$ cat src/rtl/lvds_tx_frame_scheduler.sv
// -----------------------------------------------------------------------------
// lvds_tx_frame_scheduler
// Purpose : once per frame period, snapshots ten 16-bit channels and hands the
//           serializer one 37-bit word per channel over a valid/ready handshake.
//           Word layout: {parity, word_num[3:0], crc[15:0], data[15:0]}.
// Config  : define LVDS_TX_CRC_EN to build the CRC multiplier. Without it the
//           crc field is forced to zero (serializer bring-up only).
// Ports   : clk, rst_n            - clock, async active-low reset
//           enable                - allows frame ticks
//           data1..data10         - channel values
//           word_out/word_valid   - payload and valid to serializer
//           word_ready            - serializer accepts the word
//           frame_start           - pulse in the snapshot (LOAD) cycle
//           frame_done            - pulse after acceptance of word 10
//           overrun               - sticky, tick arrived during a frame
//           frames_sent           - completed frame count, wraps
// -----------------------------------------------------------------------------
module lvds_tx_frame_scheduler #(
    parameter int unsigned FRAME_PERIOD = 1600,
    parameter int unsigned WORD_GAP     = 0
) (
    input  logic        clk,
    input  logic        rst_n,
    input  logic        enable,
    input  logic [15:0] data1,
    input  logic [15:0] data2,
    input  logic [15:0] data3,
    input  logic [15:0] data4,
    input  logic [15:0] data5,
    input  logic [15:0] data6,
    input  logic [15:0] data7,
    input  logic [15:0] data8,
    input  logic [15:0] data9,
    input  logic [15:0] data10,
    output logic [36:0] word_out,
    output logic        word_valid,
    input  logic        word_ready,
    output logic        frame_start,
    output logic        frame_done,
    output logic        overrun,
    output logic [15:0] frames_sent
);

    localparam int unsigned CNT_W     = 16;
    localparam int unsigned GAP_W     = 32;
    localparam int unsigned DATA_W    = 16;
    localparam int unsigned WORD_W    = 37;
    localparam int unsigned NUM_WORDS = 10;

    localparam logic [2:0] S_IDLE    = 3'd0;
    localparam logic [2:0] S_LOAD    = 3'd1;
    localparam logic [2:0] S_CALC    = 3'd2;
    localparam logic [2:0] S_PRESENT = 3'd3;
    localparam logic [2:0] S_GAP     = 3'd4;

    logic [2:0]        r_state;
    logic [CNT_W-1:0]  r_cnt;
    logic [3:0]        r_k;
    logic [GAP_W-1:0]  r_gap;
    logic [DATA_W-1:0] r_snap [0:NUM_WORDS-1];
    logic [WORD_W-1:0] r_word_out;
    logic              r_word_valid;
    logic              r_frame_start;
    logic              r_frame_done;
    logic              r_overrun;
    logic [15:0]       r_frames_sent;

    logic [2:0]        w_state_next;
    logic [3:0]        w_k_next;
    logic [GAP_W-1:0]  w_gap_next;
    logic              w_tick;
    logic              w_load;
    logic              w_calc;
    logic              w_last;
    logic [DATA_W-1:0] w_data [0:NUM_WORDS-1];
    logic [DATA_W-1:0] w_snap_sel;
    logic [15:0]       w_crc;
    logic [35:0]       w_body;
    logic [WORD_W-1:0] w_word;

    assign w_data[0] = data1;
    assign w_data[1] = data2;
    assign w_data[2] = data3;
    assign w_data[3] = data4;
    assign w_data[4] = data5;
    assign w_data[5] = data6;
    assign w_data[6] = data7;
    assign w_data[7] = data8;
    assign w_data[8] = data9;
    assign w_data[9] = data10;

    // Period counter: free-runs while enabled, parked at 0 otherwise.
    always_ff @(posedge clk or negedge rst_n) begin
        if (!rst_n) begin
            r_cnt <= '0;
        end else if (!enable) begin
            r_cnt <= '0;
        end else if (r_cnt == CNT_W'(FRAME_PERIOD - 1)) begin
            r_cnt <= '0;
        end else begin
            r_cnt <= r_cnt + 1'b1;
        end
    end

    assign w_tick = enable && (r_cnt == '0);

    // Snapshot entry for the current word number (k is 1-based).
    always_comb begin
        w_snap_sel = '0;
        for (int i = 0; i < int'(NUM_WORDS); i++) begin
            if (r_k == 4'(i + 1)) begin
                w_snap_sel = r_snap[i];
            end
        end
    end

`ifdef LVDS_TX_CRC_EN
    localparam int unsigned CRC_MULT = 44111;
    logic [35:0] w_prod;
    logic        w_unused_prod_hi;

    assign w_prod = 36'({r_k, w_snap_sel}) * 36'(CRC_MULT);
    // crc = low 16 bits of p ^ (p >> 8); bits above 23 never reach it.
    assign w_crc  = w_prod[15:0] ^ w_prod[23:8];
    assign w_unused_prod_hi = ^w_prod[35:24];
`else
    assign w_crc = '0;
`endif

    assign w_body = {r_k, w_crc, w_snap_sel};
    assign w_word = {^w_body, w_body};

    // Next-state logic.
    always_comb begin
        w_state_next = r_state;
        w_k_next     = r_k;
        w_gap_next   = r_gap;
        w_load       = 1'b0;
        w_calc       = 1'b0;
        w_last       = 1'b0;
        case (r_state)
            S_IDLE: begin
                if (w_tick) begin
                    w_state_next = S_LOAD;
                end
            end
            S_LOAD: begin
                w_load       = 1'b1;
                w_k_next     = 4'd1;
                w_state_next = S_CALC;
            end
            S_CALC: begin
                w_calc       = 1'b1;
                w_state_next = S_PRESENT;
            end
            S_PRESENT: begin
                if (word_ready) begin
                    if (r_k == 4'(NUM_WORDS)) begin
                        w_last       = 1'b1;
                        w_state_next = S_IDLE;
                    end else if (WORD_GAP > 0) begin
                        w_gap_next   = '0;
                        w_state_next = S_GAP;
                    end else begin
                        w_k_next     = r_k + 4'd1;
                        w_state_next = S_CALC;
                    end
                end
            end
            S_GAP: begin
                if (r_gap == GAP_W'(WORD_GAP - 1)) begin
                    w_k_next     = r_k + 4'd1;
                    w_state_next = S_CALC;
                end else begin
                    w_gap_next = r_gap + 1'b1;
                end
            end
            default: begin
                w_state_next = S_IDLE;
            end
        endcase
    end

    // State and registered outputs.
    always_ff @(posedge clk or negedge rst_n) begin
        if (!rst_n) begin
            r_state       <= S_IDLE;
            r_k           <= '0;
            r_gap         <= '0;
            r_word_out    <= '0;
            r_word_valid  <= 1'b0;
            r_frame_start <= 1'b0;
            r_frame_done  <= 1'b0;
            r_overrun     <= 1'b0;
            r_frames_sent <= '0;
            for (int i = 0; i < int'(NUM_WORDS); i++) begin
                r_snap[i] <= '0;
            end
        end else begin
            r_state       <= w_state_next;
            r_k           <= w_k_next;
            r_gap         <= w_gap_next;
            // Pulses/levels are aligned with the state they describe.
            r_frame_start <= (w_state_next == S_LOAD);
            r_word_valid  <= (w_state_next == S_PRESENT);
            r_frame_done  <= w_last;
            r_frames_sent <= r_frames_sent + 16'(w_last);
            // A tick outside IDLE is dropped but remembered.
            r_overrun     <= r_overrun | (w_tick && (r_state != S_IDLE));
            if (w_calc) begin
                r_word_out <= w_word;
            end
            if (w_load) begin
                for (int i = 0; i < int'(NUM_WORDS); i++) begin
                    r_snap[i] <= w_data[i];
                end
            end
        end
    end

    assign word_out    = r_word_out;
    assign word_valid  = r_word_valid;
    assign frame_start = r_frame_start;
    assign frame_done  = r_frame_done;
    assign overrun     = r_overrun;
    assign frames_sent = r_frames_sent;

endmodule

$ cat config.mk
export PLATFORM = sky130hd
export DESIGN_NAME = lvds_tx_frame_scheduler
export DESIGN_NICKNAME = d
export VERILOG_FILES = /design/src/rtl/lvds_tx_frame_scheduler.sv
export SDC_FILE = /design/constraint.sdc
export NUM_CORES = 1
export LEC_CHECK = 0
export CAP_MARGIN = 20
export CORE_ASPECT_RATIO = 1.25
export CORE_MARGIN = 5
export CORE_UTILIZATION = 45
export DETAILED_ROUTE_END_ITERATION = 8
export PLACE_DENSITY = 0.69
export SYNTH_ARGS = -nofsm -noshare
export SYNTH_HDL_FRONTEND = slang
export SYNTH_SLANG_ARGS = --single-unit
$ cat constraint.sdc
create_clock -name clk -period 8.45 [get_ports clk]
set_input_delay 0.845 -clock clk [delete_from_list [all_inputs] [get_ports clk]]
set_output_delay 0.845 -clock clk [all_outputs]
set_load 0.05 [all_outputs]
==> out/results.tsv, run 1 <==
stage	metric	value	unit
floorplanning	Die Wd	157	um
clock_network	CTS HTree Levels	1	
timing	hold slack final	0.327	ns
yosys	Synth Cell Area	12200	sq um
yosys	Async SR Flop Fraction	100	%
clock_network	CTS tree	built	
timing	worst setup margin	4.85	ns
floorplanning	core area	26800	sq um
floorplanning	die area	30500	sq um
global_routing	global-route wire length before repair	52100	um
routing	vias	8925	
timing	period utilization	42.6	%
routing	1st-pass router iterations	5	
yosys	Area contributors post-synth	dfrtp_1 53%, mux2_2 15%, xnor2_1 2.9%	
power_and_ir_drop	sequential power share	35.9	%
routing	initial DRC count	611	
critical_path	Crit Path Max Fanout	67	
flow_run	MaxCap Viol Count	0	
clock_network	total CTS buffers	27	
clock_network	clock root cell	clkbuf_16	
timing	RSZ-0062 raised after global routing	false	
timing	actual slew at the worst max-slew pin	0.989	ns
routing	Vias/cell	5.56	
yosys	count of different cell masters after synthesis	74	
yosys	Seq cells post-synth	256	
clock_network	post-cts resize count	0	
power_and_ir_drop	switching share of power	36.7	%
power_and_ir_drop	Power Density	374	nW/um^2
critical_path	Critical Path RT	8.83	ns
place	worst slack, placed	4.95	ns
clock_network	CTS max path bufs	3	
global_routing	GR Util All Layers	21.5	%
yosys	count leader, synth	dfrtp_1	
timing	clock skew	0.0116	ns
timing	Slew HR	34.1	%
global_routing	largest net degree at the start of global routing	166	
power_and_ir_drop	Int Pwr	3.62	mW
clock_network	# Post-CTS Setup Buffers	0	
routing	Detailed Route WL	33500	um
global_routing	vias in the first global route	9152	
cells_and_area	NumNets Final	1415	
cells_and_area	area grow syn2layout	25.5	%
place	DP Wirelength	24400	um
global_routing	grt ovf	0	
cells_and_area	layout cells sized above 1	19.2	%
floorplanning	initial core utilization	45.5	%
routing	wire per inst	20.9	um
power_and_ir_drop	peak supply drop	309	uV
routing	Antenna Nets Post-Route	0	
yosys	sequential share of the synthesized area	52.5	%
critical_path	kind of critical path	flip-flop to flip-flop	
clock_network	clock sinks	256	
clock_network	Clock Latency Late Sink	0.54	ns
power_and_ir_drop	clock network power share	21.3	%
yosys	Post-synth top cells	256 x dfrtp_1, 164 x mux2_2, 89 x nand2_1	
power_and_ir_drop	NetSw	2.10	mW
timing	Final Hold Viols	0	
yosys	Main synth FF type	dfrtp_1	
place	global placement routability congestion	0.934	
timing	Setup violations, final	0	
global_routing	initial antenna violation count	1	
critical_path	element type at the critical path end	flip-flop	
critical_path	CP startpoint kind	flip-flop	
run_status	run status	finished, final reports clean	
yosys	cell taking the most area after synthesis	dfrtp_1	
floorplanning	chip height	194	um
hold_path	path category of the worst min-delay check	input port to async pin	
yosys	warnings from Yosys	0	
clock_network	Clock Pin Slew Worst Setup and Hold Paths	0.06	ns
timing	Max Slew Vio Count	0	
yosys	Syn Inst Count	1055	
place	# port buffers	204	
floorplanning	Ports	221	
routing	DRC errors left	0	
yosys	area share of the largest cell type after synthesis	52.5	%
power_and_ir_drop	leakage	6.45	nW
critical_path	Crit path arrival time	3.98	ns
yosys	Mean Syn Cell Area	11.6	sq um
timing	Final min period	3.60	ns
power_and_ir_drop	Gate power share	42.8	%
critical_path	R2R cell count	12	
timing	Max Fclk	0.278	GHz
timing	setup TNS	0	ns
clock_network	hold bufs inserted after CTS	0	
floorplanning	Cell Rows	67	
yosys	number of synthesized flops with an enable pin	0	
## layer usage
layer / part of all wire, % / GRT usage, %
met5: 0 / 0
met3: 6.5 / 3.64
met1: 42 / 29.8
met4: 2.8 / 6.15
met2: 49 / 34.9
## path summary, 6_finish.rpt
kind / from / to / slack (ns)
max reg2reg: r_k[0]$_DFFE_PN0P_ / word_out[36]$_DFFE_PN0P_ / 4.85
min in group clk: r_gap[27]$_DFFE_PN0P_ / r_gap[27]$_DFFE_PN0P_ / 0.48
min: rst_n / r_cnt[1]$_DFF_PN0_ / 0.33
max: r_k[0]$_DFFE_PN0P_ / word_out[36]$_DFFE_PN0P_ / 4.85
max in group asynchronous: rst_n / r_gap[13]$_DFFE_PN0P_ / 6.62
min reg2reg: r_gap[27]$_DFFE_PN0P_ / r_gap[27]$_DFFE_PN0P_ / 0.48
## layout make-up
class,instances,area [sq um]
Clock inverter,12,173
Fill cell,2284,11500
Sequential cell,256,6410
Tap cell,345,432
Timing Repair Buffer,214,2150
Clock buffer,36,739
Inverter,16,60.1
Antenna cell,1,2.50
Multi-Input combinational cell,724,5340
## kinds of logic after synthesis
kind of cell / Yosys count / synth area share [%]
buffers and inverters: 90 / 4.27
muxes: 164 / 15.1
adders and majority gates: 12 / 1.23
DFF: 256 / 52.5
and+or+nand+nor: 273 / 11.3
AOI/OAI and AO/OA: 188 / 10.1
other: 1 / 0.0307
xor gates and xnor gates: 71 / 5.44
## cells in the final DEF, fill, tap and decap left out, types with 6 or more instances in the layout
cell type        count
nor3b_1              7
mux2_2             164
a21oi_1             39
xor2_1              27
clkdlybuf4s50_1    203
or3_1               10
o21ai_0             43
nand3b_1             9
a22oi_1              7
a31oi_1              9
nor3_1              14
o22ai_1              9
nand2_1             89
xnor2_1             41
a22o_1               8
o31ai_1              6
inv_1               13
nor2_1              43
and3_1               9
o21ai_1             13
clkbuf_16           27
nand3_1             36
nand4_1             14
a21o_1               7
clkbuf_1             6
o211ai_1             8
buf_4                8
conb_1              16
dfrtp_1            256
ha_1                10
nor2b_1             13
## flip-flops by register name, indices dropped and copies added, names as in the netlist
register and cells:
frame_done 1, frame_start 1, frames_sent 16, overrun 1
r_cnt 16, r_gap 32, r_k 4, r_snap 160
r_state 3, word_out 21, word_valid 1
## worst max-delay path: stages, from the launching register on
cell      delay [ns]
dfrtp_1         0.44
inv_1           0.12
ha_2            0.17
buf_4           0.52
inv_2           0.35
a311oi_1        0.33
o21ai_0         0.22
nand3_1         0.22
a21oi_1         0.15
xnor2_1         0.25
xnor3_1         0.37
xnor3_1         0.22
o21ai_1         0.06
## power by group through the flow
stage,Clock (mW),Combinational [mW],Sequential [mW]
after detailed placement,0,2.42,2.06
after global placement,0,2.36,2.07
after floorplan,0,1.73,2.04
after CTS,1.25,2.44,2.05
final,1.22,2.45,2.05
after global routing,1.30,2.61,2.09
## stage by stage
stage | instance area [sq um] | utilization, % | instances | total power, mW
after floorplan | 12300 | - | 1070 | 3.77
after global placement | 14400 | 53.5 | 1554 | 4.42
after detailed placement | 14400 | 53.5 | 1554 | 4.49
after CTS | 15300 | 56.9 | 1602 | 5.74
after global routing | 15300 | 57.1 | 1604 | 6.00
final | 15300 | 57.1 | 1604 | 5.72
No activity file was read; power rests on OpenSTA's default activity.
==> inputs of run 2 (changes only) <==
--- a/config.mk
+++ b/config.mk
@@ -10,7 +10,7 @@
 export CORE_MARGIN = 5
 export CORE_UTILIZATION = 45
 export DETAILED_ROUTE_END_ITERATION = 8
-export PLACE_DENSITY = 0.69
+export PLACE_DENSITY = 0.72
 export SYNTH_ARGS = -nofsm -noshare
 export SYNTH_HDL_FRONTEND = slang
 export SYNTH_SLANG_ARGS = --single-unit
==> constraint.sdc (replaced) <==
create_clock -name clk -period 2.9 [get_ports clk]
set_input_delay 0.29 -clock clk [delete_from_list [all_inputs] [get_ports clk]]
set_output_delay 0.29 -clock clk [all_outputs]
set_load 0.05 [all_outputs]
==> out/results.tsv, run 2 (same netlist as run 1, synthesis figures left out) <==
stage	metric	value	unit
power_and_ir_drop	Gate power share	46.4	%
place	Area after DPL	15000	sq um
place	# port buffers	204	
cells_and_area	max reg flops	160	
critical_path	Worst setup endpoint	word_out[36]$_DFFE_PN0P_	
place	worst slack, placed	-0.174	ns
timing	RSZ-0062 raised after global routing	true	
clock_network	total CTS buffers	26	
timing	Final min period	2.92	ns
power_and_ir_drop	NetSw	6.27	mW
global_routing	GR Util All Layers	21.9	%
global_routing	vias in the first global route	9349	
floorplanning	core area	26800	sq um
routing	Vias/cell	5.37	
floorplanning	Ports	221	
timing	period utilization	101	%
routing	wire per inst	20.4	um
cells_and_area	layout cells sized above 1	24.5	%
critical_path	CP startpoint kind	flip-flop	
floorplanning	Cell Rows	67	
place	DP Wirelength	25900	um
clock_network	CTS tree	built	
timing	Setup violations, final	1	
place	global placement routability congestion	0.916	
power_and_ir_drop	switching share of power	36.2	%
critical_path	RR Endpoint	word_out[36]$_DFFE_PN0P_	
critical_path	R2R setup slack	-0.02	ns
hold_path	path category of the worst min-delay check	input port to flip-flop	
routing	Detailed Route WL	34000	um
flow_run	MaxCap Viol Count	0	
critical_path	Critical Path RT	3.29	ns
power_and_ir_drop	clock network power share	19.0	%
cells_and_area	Design Area, Final	16000	sq um
timing	actual slew at the worst max-slew pin	0.763	ns
power_and_ir_drop	leakage	6.81	nW
power_and_ir_drop	sequential power share	34.6	%
floorplanning	chip height	194	um
cells_and_area	area grow syn2layout	30.9	%
cells_and_area	NumNets Final	1486	
floorplanning	initial core utilization	45.5	%
clock_network	CTS max path bufs	3	
timing	worst setup margin	-0.0198	ns
routing	Antenna Nets Post-Route	0	
timing	Slew HR	49.1	%
global_routing	global-route wire length before repair	53000	um
global_routing	initial antenna violation count	0	
clock_network	CTS HTree Levels	1	
clock_network	clock sinks	256	
timing	Final Hold Viols	0	
cells_and_area	final core utilization	59.5	%
routing	initial DRC count	537	
power_and_ir_drop	peak supply drop	1170	uV
cells_and_area	commonest non-fill, non-tap cell in the layout	dfrtp_1	
clock_network	Clock Pin Slew Worst Setup and Hold Paths	0.06	ns
critical_path	Critical Path Start	r_k[0]$_DFFE_PN0P_	
run_status	failing checks	setup timing	
routing	DRC errors left	0	
critical_path	Crit path arrival time	3.31	ns
cells_and_area	# diodes	0	
global_routing	largest net degree at the start of global routing	98	
floorplanning	die area	30500	sq um
cells_and_area	Top reg by flops	r_snap	
routing	1st-pass router iterations	5	
routing	vias	8973	
clock_network	Clock Latency Late Sink	0.52	ns
timing	clock skew	0.00782	ns
critical_path	critical path, cell by cell	inv_1, ha_2, buf_4, a21boi_2, buf_4, o21ai_0, o22ai_2, a31oi_1, nor2_1, xor2_1, xnor3_1, xnor3_1, o21ai_1	
critical_path	max incr delay on CP	0.40	ns
global_routing	grt ovf	0	
critical_path	r2r startpoint	r_k[0]$_DFFE_PN0P_	
timing	Max Fclk	0.342	GHz
critical_path	kind of critical path	flip-flop to flip-flop	
power_and_ir_drop	Int Pwr	11.1	mW
run_status	run status	finished, violations left	
cells_and_area	commonest non-fill, non-tap cells in the layout	256 x dfrtp_1, 203 x clkdlybuf4s50_1, 164 x mux2_2	
floorplanning	Die Wd	157	um
critical_path	Worst path slowest cell	dfrtp_1	
power_and_ir_drop	Power Density	1080	nW/um^2
clock_network	clock root cell	clkbuf_16	
critical_path	R2R cell count	13	
timing	Max Slew Vio Count	0	
critical_path	element type at the critical path end	flip-flop	
critical_path	Crit Path Max Fanout	10	
-- run 2: changes by cell type in the layout (fill, tap and decap cells not counted), sizes merged --
| cell | delta |
|---|---|
| clkbuf | +4 |
| diode | -1 |
| clkinv | -3 |
| bufinv | -3 |
| dlygate4sd3 | +1 |
| clkinvlp | -2 |
| inv | +1 |
| buf | +71 |
-- run 2: final cells by class --
class | count | area, sq um
Clock buffer | 40 | 785
Clock inverter | 5 | 57.6
Fill cell | 2253 | 10900
Inverter | 16 | 60.1
Multi-Input combinational cell | 724 | 5430
Sequential cell | 256 | 6410
Tap cell | 345 | 432
Timing Repair Buffer | 286 | 2800
-- run 2: worst min path at each step --
stage,startpoint,endpoint,slack [ns],cells past startpoint
after floorplan,rst_n,frame_done$_DFF_PN0_,-0.006,0
after global placement,rst_n,r_cnt[2]$_DFF_PN0_,0.37,1
after detailed placement,rst_n,r_cnt[2]$_DFF_PN0_,0.38,1
after CTS,data6[11],r_snap[75]$_DFFE_PN0P_,0.32,3
after global routing,data3[13],r_snap[125]$_DFFE_PN0P_,0.35,3
final,data3[13],r_snap[125]$_DFFE_PN0P_,0.33,3
-- run 2: metrics by stage --
step / hold WS (ns) / cells / power (mW) / setup TNS [ns]
after floorplan: -0.00559 / 1070 / 11.0 / 0
after global placement: 0.375 / 1624 / 13.7 / -0.163
after detailed placement: 0.379 / 1624 / 13.9 / -0.174
after CTS: 0.316 / 1672 / 17.4 / 0
after global routing: 0.352 / 1672 / 18.3 / -0.144
final: 0.332 / 1672 / 17.3 / -0.0198
-- run 2: critical path: cells and delay by family, from the launching register on --
family	cells	cell delay (ns)
AO/OA/AOI/OAI	5	0.70
flip-flops	1	0.40
AND/OR/NAND/NOR	1	0.13
adder cells (fa/ha/maj)	1	0.23
XOR/XNOR	3	0.88
buffers and inverters	3	0.44
-- run 2: power by group through the flow --
stage / combinational, mW / sequential (mW) / clock [mW]
6_report: 8.04 / 5.99 / 3.30
5_1_grt: 8.63 / 6.09 / 3.53
4_1_cts: 8.01 / 5.98 / 3.38
3_5_place_dp: 7.84 / 6.03 / 0
3_3_place_gp: 7.74 / 6.00 / 0
2_1_floorplan: 5.04 / 5.93 / 0
-- run 2: per-layer routing --
metal	GRT usage [%]	vias up	part of all wire, %	wire, um
met3	2.95	40	5.4	1840
met2	37.1	237	50	17100
met4	5.10	0	2.1	712
met5	0	-	0	0
li1	-	4235	-	-
met1	30.0	4461	42	14400
-- run 2: what timing repair did --
action                                  4_1_cts  5_1_grt
hold buffers                                  1        0
resized for setup                            12        9
buffers inserted                              2        0
hold endpoints to repair                     92        0
endpoints found under the setup margin        1        7
cloned                                        0        0
pin swaps                                     1        1
